**src/rtl/uart_tx_fifo.sv**
```systemverilog
// rtl/uart_tx_fifo.sv - FIFO-buffered 8N1 (optional even parity) UART transmitter
//
// Purpose: accepts one byte per uart_we strobe into a FIFO and serialises the
// bytes on txd as start / 8 data bits LSB first / [parity] / stop frames.
// Back-to-back frames are sent with no idle gap. Writes that arrive while the
// FIFO is full are dropped and latch the sticky overflow flag.
//
// Configuration macro: UART_TX_PARITY_EN - when defined, an even-parity bit
// follows the data bits (11-bit frame); otherwise frames are 10 bits (8N1).
//
// Parameters:
//   CLKS_PER_BIT  clk cycles per serial bit (>= 2)
//   FIFO_DEPTH    byte entries (power of two, >= 2)
// Ports:
//   clk        in   clock, all state on rising edge
//   rst_n      in   asynchronous active-low reset
//   uart[7:0]  in   byte to transmit
//   uart_we    in   one-cycle write strobe
//   txd        out  serial line, idle high, driven from a flop
//   tx_busy    out  FSM not idle or FIFO not empty
//   fifo_full  out  FIFO holds FIFO_DEPTH bytes
//   overflow   out  sticky dropped-write flag, cleared only by reset

module uart_tx_fifo #(
  parameter int CLKS_PER_BIT = 868,
  parameter int FIFO_DEPTH   = 16
) (
  input  logic       clk,
  input  logic       rst_n,
  input  logic [7:0] uart,
  input  logic       uart_we,
  output logic       txd,
  output logic       tx_busy,
  output logic       fifo_full,
  output logic       overflow
);

  localparam int AW = $clog2(FIFO_DEPTH);
  localparam int CW = (CLKS_PER_BIT > 2) ? $clog2(CLKS_PER_BIT) : 1;
  localparam logic [CW-1:0] CNT_LAST = CW'(CLKS_PER_BIT - 1);
  localparam logic [AW:0]   DEPTH_CNT = (AW+1)'(FIFO_DEPTH);

  typedef enum logic [2:0] {
    S_IDLE   = 3'd0,
    S_START  = 3'd1,
    S_DATA   = 3'd2,
`ifdef UART_TX_PARITY_EN
    S_PARITY = 3'd3,
`endif
    S_STOP   = 3'd4
  } state_t;

  // ---------------------------------------------------------------- FIFO
  logic [7:0]  mem [FIFO_DEPTH];
  logic [AW:0] wr_ptr;
  logic [AW:0] rd_ptr;
  logic [AW:0] count;
  logic        empty;
  logic        wr_en;
  logic        pop;
  logic [7:0]  head;

  // Pointers carry one extra wrap bit so full and empty are distinguishable.
  assign count     = wr_ptr - rd_ptr;
  assign fifo_full = (count == DEPTH_CNT);
  assign empty     = (count == '0);
  // Full is judged before any pop in the same cycle, so a full FIFO drops the
  // write even if the transmitter frees a slot on this edge.
  assign wr_en     = uart_we && !fifo_full;
  assign head      = mem[rd_ptr[AW-1:0]];

  always_ff @(posedge clk or negedge rst_n) begin
    if (!rst_n) begin
      wr_ptr   <= '0;
      rd_ptr   <= '0;
      overflow <= 1'b0;
    end else begin
      if (wr_en) wr_ptr <= wr_ptr + 1'b1;
      if (pop) rd_ptr <= rd_ptr + 1'b1;
      if (uart_we && fifo_full) overflow <= 1'b1;
    end
  end

  // Storage needs no reset: entries are only read below the write pointer.
  always_ff @(posedge clk) begin
    if (wr_en) mem[wr_ptr[AW-1:0]] <= uart;
  end

  // ---------------------------------------------------------------- FSM
  state_t        state, state_n;
  logic [CW-1:0] cnt, cnt_n;
  logic [2:0]    idx, idx_n;
  logic [7:0]    shift, shift_n;
  logic          txd_q, txd_n;
  logic          bit_end;
`ifdef UART_TX_PARITY_EN
  logic          parity_q, parity_n;
`endif

  assign bit_end = (cnt == CNT_LAST);
  assign txd     = txd_q;
  assign tx_busy = (state != S_IDLE) || !empty;

  always_ff @(posedge clk or negedge rst_n) begin
    if (!rst_n) begin
      state    <= S_IDLE;
      cnt      <= '0;
      idx      <= '0;
      shift    <= '0;
      txd_q    <= 1'b1;
`ifdef UART_TX_PARITY_EN
      parity_q <= 1'b0;
`endif
    end else begin
      state    <= state_n;
      cnt      <= cnt_n;
      idx      <= idx_n;
      shift    <= shift_n;
      txd_q    <= txd_n;
`ifdef UART_TX_PARITY_EN
      parity_q <= parity_n;
`endif
    end
  end

  // txd_n is the value txd will hold during the next cycle, so each bit is
  // launched on the same edge that enters its state.
  always_comb begin
    state_n  = state;
    cnt_n    = cnt;
    idx_n    = idx;
    shift_n  = shift;
    txd_n    = txd_q;
    pop      = 1'b0;
`ifdef UART_TX_PARITY_EN
    parity_n = parity_q;
`endif
    case (state)
      S_IDLE: begin
        txd_n = 1'b1;
        if (!empty) begin
          pop      = 1'b1;
          shift_n  = head;
`ifdef UART_TX_PARITY_EN
          parity_n = ^head;
`endif
          txd_n    = 1'b0;
          cnt_n    = '0;
          state_n  = S_START;
        end
      end
      S_START: begin
        if (bit_end) begin
          cnt_n   = '0;
          idx_n   = '0;
          txd_n   = shift[0];
          state_n = S_DATA;
        end else begin
          cnt_n = cnt + 1'b1;
        end
      end
      S_DATA: begin
        if (bit_end) begin
          cnt_n   = '0;
          shift_n = {1'b0, shift[7:1]};
          if (idx == 3'd7) begin
`ifdef UART_TX_PARITY_EN
            txd_n   = parity_q;
            state_n = S_PARITY;
`else
            txd_n   = 1'b1;
            state_n = S_STOP;
`endif
          end else begin
            idx_n = idx + 1'b1;
            txd_n = shift[1];
          end
        end else begin
          cnt_n = cnt + 1'b1;
        end
      end
`ifdef UART_TX_PARITY_EN
      S_PARITY: begin
        if (bit_end) begin
          cnt_n   = '0;
          txd_n   = 1'b1;
          state_n = S_STOP;
        end else begin
          cnt_n = cnt + 1'b1;
        end
      end
`endif
      S_STOP: begin
        if (bit_end) begin
          cnt_n = '0;
          // Chain straight into the next start bit when more data is queued.
          if (!empty) begin
            pop      = 1'b1;
            shift_n  = head;
`ifdef UART_TX_PARITY_EN
            parity_n = ^head;
`endif
            txd_n    = 1'b0;
            state_n  = S_START;
          end else begin
            txd_n   = 1'b1;
            state_n = S_IDLE;
          end
        end else begin
          cnt_n = cnt + 1'b1;
        end
      end
      default: begin
        txd_n   = 1'b1;
        cnt_n   = '0;
        state_n = S_IDLE;
      end
    endcase
  end

endmodule

```
**config.mk**
```make
export PLATFORM = sky130hd
export DESIGN_NAME = uart_tx_fifo
export DESIGN_NICKNAME = d
export VERILOG_FILES = /design/src/rtl/uart_tx_fifo.sv
export SDC_FILE = /design/constraint.sdc
export NUM_CORES = 1
export LEC_CHECK = 0
export BUFFER_PORTS_ARGS = -buffer_cell sky130_fd_sc_hd__buf_2
export CAP_MARGIN = 0
export CORE_AREA = 8 8 142 144
export DETAILED_ROUTE_END_ITERATION = 10
export DIE_AREA = 0 0 150 152
export GPL_TIMING_DRIVEN = 0
export PLACE_DENSITY = 0.6
export SLEW_MARGIN = 20
export SYNTH_ARGS = -nofsm -noshare
export SYNTH_HDL_FRONTEND = slang
export SYNTH_SLANG_ARGS = --single-unit
export TNS_END_PERCENT = 100
```
**constraint.sdc**
```tcl
create_clock -name clk -period 7.08 [get_ports clk]
set_input_delay 0.354 -clock clk [delete_from_list [all_inputs] [get_ports clk]]
set_output_delay 0.354 -clock clk [all_outputs]
set_load 0.01 [all_outputs]
```
==> impl_metrics.toml <==
[status]
outcome = "completed"

[placement]
preCtsSetupSlack_ns = 3.35
hpwlAfterDp_um = 9650
io_buffers = 14
gp_congestion = 0.810
place_area_mm2 = 0.00738

[worst_setup_path]
max_stage_delay_ns = 0.54
path_class = "reg2out"
cp.arrival_ns = 3.77
cp_top_family = "buffers and inverters"
crit_path_top_delay_cell = "clkbuf_1"
worst_path_most_repeated_cell = "clkbuf_1"
worstPathMaxFanout = 10
cp-end-kind = "primary output"
cp.required_ns = 6.73
path_cells = "clkbuf_1 -> clkbuf_1 -> inv_1 -> ha_1 -> nor2b_4 -> o211ai_2 -> and3_1 -> or4_1 -> buf_6 -> nor4_4 -> inv_2 -> buf_2"
start_kind = "flop"
critPathBufInv = 6

[synth]
synth_area_per_cell_um2 = 15.9
syn_nets = 463
ys_ff_latch = 164
yosysWarnings = 0
yosys.cell_types.count = 55
ys.flop_type = "edfxtp_1"
syn-cell-area_mm2 = 0.00700
yosys.area.top_type_share = 0.549
synth_edf_count = 128
postSynthCellCount = 440
async_reset_ff_frac = 0.220
ys_seq_area_frac = 0.678
yosys.area.top_type = "edfxtp_1"
yosysMostFrequentCell = "edfxtp_1"
synth_top_cells_by_count = "edfxtp_1, dfrtp_1, mux2i_1"
ys_top_cells_by_area = "edfxtp_1, dfrtp_1, mux4_2"

[power]
combPwrFrac = 0.127
p_switching_uw = 594
p_clk_frac = 0.371
switching_share = 0.255
seq_power_share = 0.501
total_power_uw = 2330
power_density_mw_per_mm2 = 293
vdd_drop_max_v = 0.000261
intPower_uw = 1730
p_leak_uw = 0.00301

[clock_tree]
cts.sinks = 164
cts_tree = "yes"
cts.path.max_buffers = 2
ctsHoldBuffers = 0
insertion_delay_ns = 0.42
cts_resized = 0
clk_pin_slew_worst_paths_ns = 0.06
cts_setup_buffers = 0
cts_root_buf = "clkbuf_16"
cts_made_buffers = 17
h-tree-depth = 4

[die]
core_area_mm2 = 0.0178
die-height_um = 152
io_pins = 15
row_count = 49
initial_core_util = 0.394
fp.dieW_um = 150
die_area_mm2 = 0.0228

[timing]
finalSetupViolCount = 0
fin_crit_ns = 4.13
clock.fmax_mhz = 242
fin_ws_ns = 2.95
fin_skew_ns = 0.00893
slew_headroom = 0.392
report.final.slew_viol_count = 0
tightest_slew_ns = 0.909
hold_viol_final = 0
setup_tns_ns = 0
fin_crit_sh = 0.583
rsz0062_at_grt = "no"

[hold_path]
hold_path.class = "in2async"

[job]
drv_cap = 0

[detailed_routing]
drt_wl_total_um = 14200
route.detailed.drc = 0
drtPass1Iterations = 4
via_per_inst = 5.37
drtAntennaViolNets = 0
drt_iter0_drc = 261
wl_per_cell_um = 19.9
vias = 3843

[global_route]
grt.total_usage = 0.133
grt_max_degree = 37
grt_first_pass_wirelength_um = 22600
antenna_found_initial = 0
grt_pass1_vias = 3977
gr-total-overflow = 0

[layout]
fin_nets = 498
post-route-util = 0.446
area_delta_synth_final_pct = 13.3
num_antenna_cells = 0
layout-drive-gt1-share = 0.195
design_area_mm2 = 0.00793
## layout by cell type, fill, tap and decap left out, types with 8 or more instances in the layout
master | netlist | layout
clkbuf_16 | 0 | 17
clkbuf_1 | 7 | 9
mux2i_1 | 30 | 30
xnor2_1 | 10 | 10
nand2_1 | 26 | 26
buf_2 | 3 | 18
mux2_2 | 10 | 10
nor2_1 | 13 | 13
ha_1 | 12 | 12
o22ai_1 | 8 | 8
edfxtp_1 | 128 | 128
mux4_2 | 18 | 18
a31oi_1 | 9 | 9
nand3_1 | 8 | 8
dfrtp_1 | 35 | 35
and3_1 | 10 | 10
and2_1 | 11 | 11
a21oi_1 | 11 | 11
inv_1 | 10 | 10
## layer usage
metal  vias to the layer above  routed length (um)  track usage
li1                       1790                   -            -
met1                      1967                6380        0.168
met2                        75                7190        0.216
met3                        11                 551       0.0383
met4                         0                 115       0.0443
met5                         -                   0            0
## power groups by stage
stage | clock network (uW) | registers [uW] | logic [uW]
after floorplan | 0 | 1180 | 203
after global placement | 0 | 1180 | 284
after detailed placement | 0 | 1190 | 299
after CTS | 886 | 1170 | 301
after global routing | 921 | 1170 | 331
final | 864 | 1170 | 296
## worst paths after layout
kind	to	slack (ns)	startpoint	cells after the start
max	tx_busy	2.95	rd_ptr[1]$_DFFE_PN0P_	12
min	cnt[1]$_DFFE_PN0P_	0.05	rst_n	1
max in group asynchronous	rd_ptr[3]$_DFFE_PN0P_	6.49	rst_n	1
max reg2reg	mem[0][0]$_DFFE_PP_	3.30	rd_ptr[1]$_DFFE_PN0P_	11
min in group clk	overflow$_DFFE_PN0P_	0.16	uart_we	2
min reg2reg	overflow$_DFFE_PN0P_	0.46	overflow$_DFFE_PN0P_	1
## state kept, by name, indices dropped and copies added (netlist names)
signal    cells
mem         128
cnt          10
shift         8
rd_ptr        5
wr_ptr        5
idx           3
state         3
overflow      1
txd           1
## stage by stage
stage | cells | hold slack (ns)
detailed placement | 685 | 0.443
global placement | 683 | 0.446
global route | 716 | 0.107
floorplan | 440 | 0.0584
finish | 716 | 0.0543
CTS | 716 | 0.0704
## cell families (layout without fill, tap and decap cells)
group | after synthesis | count (layout) | synth area share
AOI/OAI and AO/OA | 68 | 68 | 0.0710
adders and majority gates | 13 | 13 | 0.0229
and+or+nand+nor | 94 | 94 | 0.0731
muxes | 58 | 58 | 0.117
buffers and inverters | 29 | 76 | 0.0204
xor gates and xnor gates | 14 | 14 | 0.0175
DFF | 164 | 164 | 0.678
## worst reg2reg max path: cells and delay by family (launching register included)
family / cells / cell delay (ns)
adder cells (fa/ha/maj): 1 / 0.31
buffers and inverters: 4 / 1.29
flip-flops: 1 / 0.35
AND/OR/NAND/NOR: 3 / 0.61
AO/OA/AOI/OAI: 3 / 0.92
## layout make-up
cell class                      instances  area, um^2
Sequential cell                       164        4750
Multi-Input combinational cell        247        2120
Clock inverter                         12         119
Fill cell                            1586        9850
Timing Repair Buffer                   16        82.6
Buffer                                 18         101
Clock buffer                           19         433
Inverter                               11        41.3
Tap cell                              229         287
No activity file was read; power rests on OpenSTA's default activity.
